File: config.mk
export PLATFORM = sky130hd
export DESIGN_NAME = cache_ctrl_flat
export DESIGN_NICKNAME = d
export VERILOG_FILES = /design/src/rtl/cache_pkg.sv /design/src/rtl/cache_ctrl_if.sv /design/src/rtl/cache_ctrl_avl_mem_bridge.sv /design/src/rtl/cache_ctrl.sv /design/src/flat_wrapper.sv
export SDC_FILE = /design/constraint.sdc
export NUM_CORES = 2
export LEC_CHECK = 0
export BUFFER_PORTS_ARGS = -buffer_cell sky130_fd_sc_hd__buf_4
export CAP_MARGIN = 40
export CORE_ASPECT_RATIO = 1.5
export CORE_MARGIN = 2
export CORE_UTILIZATION = 37
export DETAILED_ROUTE_END_ITERATION = 8
export HOLD_SLACK_MARGIN = 0.05
export PLACE_DENSITY_LB_ADDON = 0.2
export SYNTH_ARGS = -nofsm -noshare
export SYNTH_HDL_FRONTEND = slang
export SYNTH_SLANG_ARGS = --single-unit
File: constraint.sdc
create_clock -name iCLK -period 32.2 [get_ports iCLK]
set_clock_uncertainty 0.2 [all_clocks]
set_input_delay 9.66 -clock iCLK [delete_from_list [all_inputs] [get_ports iCLK]]
set_output_delay 9.66 -clock iCLK [all_outputs]
set_load 0.02 [all_outputs]
File: src/rtl/cache_pkg.sv
// rtl/cache_pkg.sv - shared widths, FSM state type and helpers for the cache controller
package cache_pkg;
    localparam int ADDR_W     = 32;
    localparam int OFFSET_W   = 2;
    localparam int IDX_W      = 5;
    localparam int DATA_W     = 32;
    localparam int TAG_W      = ADDR_W - IDX_W - OFFSET_W;
    localparam int LINES      = 1 << IDX_W;
    localparam int AVL_ADDR_W = 26;
    localparam int AVL_DATA_W = 128;

    typedef enum logic [1:0] {
        IDLE      = 2'd0,
        COMPARE   = 2'd1,
        WRITEBACK = 2'd2,
        ALLOCATE  = 2'd3
    } state_e;

    function automatic logic [31:0] sat_inc32(input logic [31:0] v);
        return (v == 32'hFFFF_FFFF) ? v : v + 32'd1;
    endfunction
endpackage

File: src/rtl/cache_ctrl_if.sv
// rtl/cache_ctrl_if.sv - CPU request and Avalon-MM bundles with master/slave modports
interface cache_cpu_if;
    import cache_pkg::*;
    logic [ADDR_W-1:0] cpu2cache_addr;
    logic [DATA_W-1:0] cpu2cache_data_in;
    logic              cpu2cache_rw;
    logic              cpu2cache_valid;
    logic [DATA_W-1:0] cache2cpu_data_out;
    logic              cache2cpu_ready;

    modport master (output cpu2cache_addr, cpu2cache_data_in, cpu2cache_rw, cpu2cache_valid,
                    input  cache2cpu_data_out, cache2cpu_ready);
    modport slave  (input  cpu2cache_addr, cpu2cache_data_in, cpu2cache_rw, cpu2cache_valid,
                    output cache2cpu_data_out, cache2cpu_ready);
endinterface

interface cache_avl_if;
    import cache_pkg::*;
    logic                  avl_wait;
    logic                  avl_readdatavalid;
    logic [AVL_DATA_W-1:0] avl_readdata;
    logic [AVL_ADDR_W-1:0] avl_address;
    logic [AVL_DATA_W-1:0] avl_writedata;
    logic                  avl_read;
    logic                  avl_write;

    modport master (input  avl_wait, avl_readdatavalid, avl_readdata,
                    output avl_address, avl_writedata, avl_read, avl_write);
    modport slave  (output avl_wait, avl_readdatavalid, avl_readdata,
                    input  avl_address, avl_writedata, avl_read, avl_write);
endinterface

File: src/rtl/cache_ctrl_avl_mem_bridge.sv
// rtl/cache_ctrl_avl_mem_bridge.sv - single-word Avalon read/write sequencer with done pulse
module avl_mem_bridge
    import cache_pkg::*;
(
    input  logic              iCLK,
    input  logic              iRST,
    input  logic              rd_req,
    input  logic              wr_req,
    input  logic [ADDR_W-1:0] mem_addr,
    input  logic [DATA_W-1:0] wdata,
    output logic [DATA_W-1:0] rdata,
    output logic              done,
    cache_avl_if.master       avl
);
    localparam logic [1:0] B_IDLE    = 2'd0;
    localparam logic [1:0] B_RD_CMD  = 2'd1;
    localparam logic [1:0] B_RD_WAIT = 2'd2;
    localparam logic [1:0] B_WR_CMD  = 2'd3;

    logic [1:0]            bst_q, bst_d;
    logic [AVL_ADDR_W-1:0] addr_q, addr_d;
    logic [AVL_DATA_W-1:0] wdata_q, wdata_d;
    logic                  read_q, read_d;
    logic                  write_q, write_d;
    logic [DATA_W-1:0]     rdata_q, rdata_d;
    logic                  done_q, done_d;

    logic unused_bits;
    assign unused_bits = &{1'b0, mem_addr[ADDR_W-1:AVL_ADDR_W+2], mem_addr[1:0],
                           avl.avl_readdata[AVL_DATA_W-1:DATA_W]};

    always_comb begin
        bst_d   = bst_q;
        addr_d  = addr_q;
        wdata_d = wdata_q;
        read_d  = read_q;
        write_d = write_q;
        rdata_d = rdata_q;
        done_d  = 1'b0;
        case (bst_q)
            B_IDLE: begin
                // The requester keeps its request level for one cycle after done; ignore it then.
                if (!done_q) begin
                    if (rd_req) begin
                        read_d = 1'b1;
                        addr_d = mem_addr[AVL_ADDR_W+1:2];
                        bst_d  = B_RD_CMD;
                    end else if (wr_req) begin
                        write_d = 1'b1;
                        addr_d  = mem_addr[AVL_ADDR_W+1:2];
                        wdata_d = {{(AVL_DATA_W-DATA_W){1'b0}}, wdata};
                        bst_d   = B_WR_CMD;
                    end
                end
            end
            B_RD_CMD: begin
                if (!avl.avl_wait) begin
                    read_d = 1'b0;
                    bst_d  = B_RD_WAIT;
                end
            end
            B_RD_WAIT: begin
                if (avl.avl_readdatavalid) begin
                    rdata_d = avl.avl_readdata[DATA_W-1:0];
                    done_d  = 1'b1;
                    bst_d   = B_IDLE;
                end
            end
            B_WR_CMD: begin
                if (!avl.avl_wait) begin
                    write_d = 1'b0;
                    done_d  = 1'b1;
                    bst_d   = B_IDLE;
                end
            end
            default: bst_d = B_IDLE;
        endcase
    end

    always_ff @(posedge iCLK or posedge iRST) begin
        if (iRST) begin
            bst_q   <= B_IDLE;
            addr_q  <= '0;
            wdata_q <= '0;
            read_q  <= 1'b0;
            write_q <= 1'b0;
            rdata_q <= '0;
            done_q  <= 1'b0;
        end else begin
            bst_q   <= bst_d;
            addr_q  <= addr_d;
            wdata_q <= wdata_d;
            read_q  <= read_d;
            write_q <= write_d;
            rdata_q <= rdata_d;
            done_q  <= done_d;
        end
    end

    assign avl.avl_address   = addr_q;
    assign avl.avl_writedata = wdata_q;
    assign avl.avl_read      = read_q;
    assign avl.avl_write     = write_q;
    assign rdata             = rdata_q;
    assign done              = done_q;
endmodule

File: src/rtl/cache_ctrl.sv
// rtl/cache_ctrl.sv - direct-mapped write-back write-allocate cache controller
// Optional hit/miss counters enabled by defining CACHE_STATS_EN.
module cache_ctrl
    import cache_pkg::*;
(
    input  logic        iCLK,
    input  logic        iRST,
    cache_cpu_if.slave  cpu,
    cache_avl_if.master avl
`ifdef CACHE_STATS_EN
    ,
    output logic [31:0] hit_cnt,
    output logic [31:0] miss_cnt
`endif
);
    state_e            state_q, state_d;
    logic [ADDR_W-1:0] addr_q, addr_d;
    logic [DATA_W-1:0] wdata_q, wdata_d;
    logic              rw_q, rw_d;
    logic [DATA_W-1:0] data_out_q, data_out_d;
    logic              phase_q, phase_d;
    logic [LINES-1:0]  valid_q, valid_d;
    logic [LINES-1:0]  dirty_q, dirty_d;

    logic [TAG_W-1:0]  tag_mem  [LINES];
    logic [DATA_W-1:0] data_mem [LINES];
    logic [TAG_W-1:0]  rd_tag_q, rd_tag_d;
    logic [DATA_W-1:0] rd_data_q, rd_data_d;

    logic              mem_we;
    logic [DATA_W-1:0] mem_wdata;

    logic              br_rd, br_wr, br_done;
    logic [ADDR_W-1:0] br_addr;
    logic [DATA_W-1:0] br_wdata, br_rdata;

    logic [IDX_W-1:0]  idx;
    logic [TAG_W-1:0]  tag;
    logic              hit;

    assign idx = addr_q[OFFSET_W+IDX_W-1:OFFSET_W];
    assign tag = addr_q[ADDR_W-1:OFFSET_W+IDX_W];
    assign hit = valid_q[idx] && (rd_tag_q == tag);

    // Registered array read, so COMPARE spends its first cycle fetching the line.
    assign rd_tag_d  = tag_mem[idx];
    assign rd_data_d = data_mem[idx];

`ifdef CACHE_STATS_EN
    logic        first_q, first_d;
    logic [31:0] hit_cnt_q, hit_cnt_d;
    logic [31:0] miss_cnt_q, miss_cnt_d;
`endif

    always_comb begin
        state_d    = state_q;
        addr_d     = addr_q;
        wdata_d    = wdata_q;
        rw_d       = rw_q;
        data_out_d = data_out_q;
        phase_d    = phase_q;
        valid_d    = valid_q;
        dirty_d    = dirty_q;
        mem_we     = 1'b0;
        mem_wdata  = wdata_q;
        br_rd      = 1'b0;
        br_wr      = 1'b0;
        br_addr    = addr_q;
        br_wdata   = rd_data_q;
`ifdef CACHE_STATS_EN
        first_d    = first_q;
        hit_cnt_d  = hit_cnt_q;
        miss_cnt_d = miss_cnt_q;
`endif
        case (state_q)
            IDLE: begin
                if (cpu.cpu2cache_valid) begin
                    addr_d  = cpu.cpu2cache_addr;
                    wdata_d = cpu.cpu2cache_data_in;
                    rw_d    = cpu.cpu2cache_rw;
                    phase_d = 1'b0;
                    state_d = COMPARE;
`ifdef CACHE_STATS_EN
                    first_d = 1'b1;
`endif
                end
            end
            COMPARE: begin
                if (!phase_q) begin
                    phase_d = 1'b1;
                end else begin
                    phase_d = 1'b0;
`ifdef CACHE_STATS_EN
                    if (first_q) begin
                        first_d = 1'b0;
                        if (hit) hit_cnt_d  = sat_inc32(hit_cnt_q);
                        else     miss_cnt_d = sat_inc32(miss_cnt_q);
                    end
`endif
                    if (hit) begin
                        if (rw_q) begin
                            mem_we       = 1'b1;
                            dirty_d[idx] = 1'b1;
                        end else begin
                            data_out_d = rd_data_q;
                        end
                        state_d = IDLE;
                    end else if (valid_q[idx] && dirty_q[idx]) begin
                        state_d = WRITEBACK;
                    end else begin
                        state_d = ALLOCATE;
                    end
                end
            end
            WRITEBACK: begin
                br_wr   = 1'b1;
                br_addr = {rd_tag_q, idx, {OFFSET_W{1'b0}}};
                if (br_done) state_d = ALLOCATE;
            end
            ALLOCATE: begin
                br_rd = 1'b1;
                if (br_done) begin
                    mem_we       = 1'b1;
                    mem_wdata    = br_rdata;
                    valid_d[idx] = 1'b1;
                    dirty_d[idx] = 1'b0;
                    phase_d      = 1'b0;
                    state_d      = COMPARE;
                end
            end
            default: state_d = IDLE;
        endcase
    end

    always_ff @(posedge iCLK or posedge iRST) begin
        if (iRST) begin
            state_q    <= IDLE;
            addr_q     <= '0;
            wdata_q    <= '0;
            rw_q       <= 1'b0;
            data_out_q <= '0;
            phase_q    <= 1'b0;
            valid_q    <= '0;
            dirty_q    <= '0;
        end else begin
            state_q    <= state_d;
            addr_q     <= addr_d;
            wdata_q    <= wdata_d;
            rw_q       <= rw_d;
            data_out_q <= data_out_d;
            phase_q    <= phase_d;
            valid_q    <= valid_d;
            dirty_q    <= dirty_d;
        end
    end

    always_ff @(posedge iCLK) begin
        if (mem_we) begin
            tag_mem[idx]  <= tag;
            data_mem[idx] <= mem_wdata;
        end
        rd_tag_q  <= rd_tag_d;
        rd_data_q <= rd_data_d;
    end

`ifdef CACHE_STATS_EN
    always_ff @(posedge iCLK or posedge iRST) begin
        if (iRST) begin
            first_q    <= 1'b0;
            hit_cnt_q  <= '0;
            miss_cnt_q <= '0;
        end else begin
            first_q    <= first_d;
            hit_cnt_q  <= hit_cnt_d;
            miss_cnt_q <= miss_cnt_d;
        end
    end
    assign hit_cnt  = hit_cnt_q;
    assign miss_cnt = miss_cnt_q;
`endif

    avl_mem_bridge u_bridge (
        .iCLK     (iCLK),
        .iRST     (iRST),
        .rd_req   (br_rd),
        .wr_req   (br_wr),
        .mem_addr (br_addr),
        .wdata    (br_wdata),
        .rdata    (br_rdata),
        .done     (br_done),
        .avl      (avl)
    );

    assign cpu.cache2cpu_data_out = data_out_q;
    assign cpu.cache2cpu_ready    = (state_q == IDLE);
endmodule

File: src/flat_wrapper.sv
// flat-port wrapper written by rule: the top's interface ports become plain ports
module cache_ctrl_flat import cache_pkg::*;
  (iCLK, iRST, cpu_cpu2cache_addr, cpu_cpu2cache_data_in, cpu_cpu2cache_rw, cpu_cpu2cache_valid, cpu_cache2cpu_data_out, cpu_cache2cpu_ready, avl_avl_wait, avl_avl_readdatavalid, avl_avl_readdata, avl_avl_address, avl_avl_writedata, avl_avl_read, avl_avl_write);
  cache_cpu_if cpu_i ();
  cache_avl_if avl_i ();
  input  logic iCLK;
  input  logic iRST;
  input wire logic [$bits(cpu_i.cpu2cache_addr)-1:0] cpu_cpu2cache_addr;
  input wire logic [$bits(cpu_i.cpu2cache_data_in)-1:0] cpu_cpu2cache_data_in;
  input wire logic [$bits(cpu_i.cpu2cache_rw)-1:0] cpu_cpu2cache_rw;
  input wire logic [$bits(cpu_i.cpu2cache_valid)-1:0] cpu_cpu2cache_valid;
  output wire logic [$bits(cpu_i.cache2cpu_data_out)-1:0] cpu_cache2cpu_data_out;
  output wire logic [$bits(cpu_i.cache2cpu_ready)-1:0] cpu_cache2cpu_ready;
  input wire logic [$bits(avl_i.avl_wait)-1:0] avl_avl_wait;
  input wire logic [$bits(avl_i.avl_readdatavalid)-1:0] avl_avl_readdatavalid;
  input wire logic [$bits(avl_i.avl_readdata)-1:0] avl_avl_readdata;
  output wire logic [$bits(avl_i.avl_address)-1:0] avl_avl_address;
  output wire logic [$bits(avl_i.avl_writedata)-1:0] avl_avl_writedata;
  output wire logic [$bits(avl_i.avl_read)-1:0] avl_avl_read;
  output wire logic [$bits(avl_i.avl_write)-1:0] avl_avl_write;
  assign cpu_i.cpu2cache_addr = cpu_cpu2cache_addr;
  assign cpu_i.cpu2cache_data_in = cpu_cpu2cache_data_in;
  assign cpu_i.cpu2cache_rw = cpu_cpu2cache_rw;
  assign cpu_i.cpu2cache_valid = cpu_cpu2cache_valid;
  assign cpu_cache2cpu_data_out = cpu_i.cache2cpu_data_out;
  assign cpu_cache2cpu_ready = cpu_i.cache2cpu_ready;
  assign avl_i.avl_wait = avl_avl_wait;
  assign avl_i.avl_readdatavalid = avl_avl_readdatavalid;
  assign avl_i.avl_readdata = avl_avl_readdata;
  assign avl_avl_address = avl_i.avl_address;
  assign avl_avl_writedata = avl_i.avl_writedata;
  assign avl_avl_read = avl_i.avl_read;
  assign avl_avl_write = avl_i.avl_write;
  cache_ctrl u_core (.iCLK(iCLK), .iRST(iRST), .cpu(cpu_i), .avl(avl_i));
endmodule
==> results by stage <==
Status:
- The flow ran to the end, and the final reports show no timing, DRC or antenna violations.

Cells and area:
- The number of non-filler instances in the completed layout is 7323.
- Of the cells placed in the final design, the portion with a size suffix greater than 1 is 0.3136.
- From synthesis to final layout, the design area changed by 16.41%.
- Counting the fill cells in the layout gives 18895.
- The net count reported at finish is 4476.

Critical path:
- Walking the worst path, the cells encountered are inv_1 -> ha_1 -> buf_4.
- STA classifies the critical path endpoint as an output port.
- STA classifies the critical path startpoint as a flop.
- The cell class contributing the biggest share of worst-path delay is flip-flops.
- At the worst endpoint, the required time is 22340 ps.
- Of all nets on the critical path, the largest fanout is 4.
- The number of buffer and inverter stages on the critical path is 2.
- The slowest stage of the critical path belongs to the cell sky130_fd_sc_hd__dfrtp_1.
- The data arrival time at the worst-slack endpoint is 1920 ps.
- On the worst path, the slowest cell contributes a delay of 420 ps.
- The critical setup path kind is flop to output port.

Floorplan:
- The floorplan step set the die width to 387.8 microns.
- The count of pins on the block boundary is 387.
- The core region is 0.2199 sq mm.
- After floorplanning, the core was divided into 211 placement rows.
- The area of the die is 0.2248 sq mm.
- The initial utilization of the core area, before any placement, comes to 0.3718.
- Measured along the y axis, the die boundary spans 579.7 microns.

Routing:
- After detailed routing, the total wire length is 227400 microns.
- The detailed-route DRC error count is 0.
- The number of vias per cell is 5.530.
- In this run, the number of DRC markers left after iteration 0 of detailed routing was 3693.
- The overall via count from detail_route is 40497.
- The residual antenna-violating net count after detailed routing is 0.
- The wire length per cell after detailed routing is 31.05 microns.
- The number of optimization iterations in the first detailed-route pass is 6.

Global route:
- The number of global-route vias before repair came to 42021.
- The global routing usage summed across all routing layers is 0.2004.
- The number of antenna violations at the first check in global routing was 9.
- The pin count of the biggest net entering global routing is 104.
- The global-route wire length before repair is 320800 microns.
- For this run the aggregate overflow at the end of global routing stands at 0.

Placed design:
- The number of placed instances, taps included, is 6931.
- At the end of routability-driven placement, the weighted congestion stood at 0.7371.
- Summed over all nets, the half-perimeter wirelength after detailed placement is 125200 microns.
- During placement, the flow inserted port buffers numbering 192.

Yosys:
- After synthesis the cells add up to 0.08176 sq mm.
- The flip-flop cell with the highest count after synthesis is sky130_fd_sc_hd__edfxtp_1.
- Averaged over all synthesized cells, the footprint is 21.03 sq um.
- Counting flops with a built-in enable in the synthesized netlist gives 1824.
- The post-synthesis cell count is 3888.
- The flip-flop and latch count after synthesis is 2138.
- Synthesis instantiated 54 different standard cells from the library.
- For this run, the number of Yosys warnings is 0.
- For this run, asynchronously set or reset flops after synthesis account for 0.1202.
- The share of the Yosys chip area taken by registers is 0.7625.

Clock tree:
- TritonCTS built the clock tree.
- The cell at the root of the clock tree is sky130_fd_sc_hd__clkbuf_16.
- The number of setup buffers added after CTS is 0.
- The number of levels the H-tree was split into is 4.
- Post-CTS repair changed the size of 0 cells.
- The clock reaches the later pin of the worst-skew pair after 880 ps.
- For this design, the CTS-stage hold fixing added 0 buffers.
- The clock-pin slew reported for the worst setup and hold paths after clock tree synthesis is 70 ps.
- The number of sinks on the clock net is 2138.
- The clock passes through at most 4 buffers.
- The number of clock buffers added by TritonCTS is 209.

Timing:
- The number of pins with negative max-slew slack in the final report was 0.
- The share of the cycle needed by the critical path after routing is 0.3657.
- The minimum clock period is 11780 ps.
- In the final timing run, aggregate negative setup slack is 0 ps.
- The count of endpoints failing hold in the final timing report is 0.
- Setup violations remaining at the end of the flow were counted as 0.
- Setup repair after global routing left no endpoint under its margin.
- The worst pin sits at a relative slew slack of 0.3610.
- For this run, the top clock speed supported by timing is 0.08491 GHz.
- At the pin with the least slew margin, the transition time is 956.1 ps.

Power and ir drop:
- The worst supply voltage drop on vdd is 0.00005328 V.
- The power density relative to cell area is 90.67 mW/mm^2.
- In this run the static leakage power is 0.03201 uW.

Worst hold path:
- The worst hold path belongs to the class flop to flop.

Flow run:
- The total of max-cap violations is 0.
-- metal layers --
| layer | global-route usage | part of all wire |
|---|---|---|
| met5 | 0 | 0.000057 |
| met4 | 0.05831 | 0.028 |
| met3 | 0.02650 | 0.055 |
| met2 | 0.3463 | 0.51 |
| met1 | 0.2642 | 0.41 |
-- power breakdown --
group | leakage (uW) | internal [uW] | switching, uW | total, uW
sequential | 0.0201 | 3560 | 126 | 3680
combinational | 0.00857 | 996 | 1490 | 2490
clock | 0.00330 | 1410 | 1050 | 2460
total | 0.0320 | 5960 | 2670 | 8630
-- layout make-up --
type | count | area (sq um) | share of cell area
Tap cell | 2875 | 3597 | 0.03779
Clock inverter | 108 | 1077 | 0.01132
Antenna cell | 3 | 7.507 | 0.00007887
Inverter | 13 | 58.81 | 0.0006178
Clock buffer | 274 | 5689 | 0.05977
Sequential cell | 2138 | 62350 | 0.6551
Timing Repair Buffer | 392 | 4030 | 0.04234
Multi-Input combinational cell | 1520 | 18370 | 0.1930
-- cells by family after synthesis --
family	Yosys count	synth area share
DFF	2138	0.7625
buffers and inverters	325	0.02142
AOI/OAI and AO/OA	335	0.03045
xor gates and xnor gates	26	0.002785
adders and majority gates	4	0.0006121
muxes	721	0.1638
other	1	0.00004586
and+or+nand+nor	338	0.01839
-- worst paths after layout --
path,start,to,slack (ps),cells after the start
hold reg to reg,u_core.valid_q[10],u_core.valid_q[10],250,1
hold / removal,u_core.valid_q[10],u_core.valid_q[10],250,1
setup reg to reg,u_core.addr_q[18],u_core.data_mem[18][22],26010,11
setup / recovery,u_core.state_q[1],cpu_cache2cpu_ready,20420,3
max in group asynchronous,iRST,u_core.addr_q[2],21100,5
min in group asynchronous,iRST,u_core.addr_q[22],8640,2
-- through the flow --
step                      utilization  total power, uW  area, sq um  setup slack [ps]  hold slack [ps]
after global placement         0.3948             6105        86820             19810            236.6
after detailed placement       0.4015             6263        88290             19980            244.0
after CTS                      0.4323             8723        95060             20400            256.6
after global routing           0.4328             8988        95180             20350            270.3
after floorplan                     -             5266        82120             15270            227.1
final                          0.4328             8630        95180             20420            254.4
-- registers in the layout, indices dropped and copies added, names as in the netlist, 2 cells and up, named ones only --
| signal | cells |
|---|---|
| u_core.u_bridge.avl.avl_writedata | 32 |
| u_core.valid_q | 32 |
| u_core.data_mem | 1024 |
| u_core.u_bridge.avl.avl_address | 26 |
| u_core.br_wdata | 32 |
| u_core.u_bridge.rdata | 32 |
| u_core.wdata_q | 32 |
| u_core.rd_tag_q | 25 |
| u_core.tag_mem | 800 |
| u_core.state_q | 2 |
| u_core.u_bridge.bst_q | 2 |
| u_core.addr_q | 30 |
| u_core.cpu.cache2cpu_data_out | 32 |
-- cells in the mapped netlist (all sizes together) (2+ instances only) --
master   instances  area, sq um
mux4           468        10540
or3              3        18.77
o21ai            7        35.03
a311oi          24        210.2
clkbuf         118        442.9
mux2i           88        880.8
buf            194         1260
nor3             4        20.02
nor4             7        58.81
nand4           41        256.5
nand2b           7        43.79
a22oi          171         1284
or2             11        68.82
o2111ai          2        17.52
nor2           116        435.4
xnor2           10        87.58
a31oi           24        150.1
nor2b            2        12.51
o32ai            2        17.52
nand2          131        494.2
xor2            16        140.1
o31ai            2        15.01
a21oi           24        120.1
o21bai           4        41.29
nand3           10        50.05
o22ai            2        12.51
a21o            25        187.7
a2bb2oi          8        70.07
edfxtp        1824        54770
a211oi           2        15.01
dfrtp          257         6431
o221ai           8        70.07
o22a            14        122.6
and2             2        12.51
inv             13        48.80
o211ai          15        112.6
mux2           165         1971
ha               4        50.05
dfxtp           57         1141
-- layout by cell type, fill, tap and decap left out, drive strengths merged, types with 8 or more instances in the layout --
| cell | count |
|---|---|
| edfxtp | 1824 |
| mux4 | 468 |
| buf | 392 |
| clkbuf | 274 |
| dfrtp | 257 |
| a22oi | 171 |
| mux2 | 165 |
| nand2 | 131 |
| nor2 | 116 |
| conb | 96 |
| mux2i | 88 |
| clkinv | 72 |
| dfxtp | 57 |
| nand4 | 41 |
| a21o | 25 |
| a21oi | 24 |
| a311oi | 24 |
| a31oi | 24 |
| bufinv | 21 |
| inv | 19 |
| xor2 | 16 |
| o211ai | 15 |
| o22a | 14 |
| or2 | 11 |
| xnor2 | 10 |
| nand3 | 10 |
| clkinvlp | 9 |
| o221ai | 8 |
| a2bb2oi | 8 |
No activity file was read; power rests on OpenSTA's default activity.
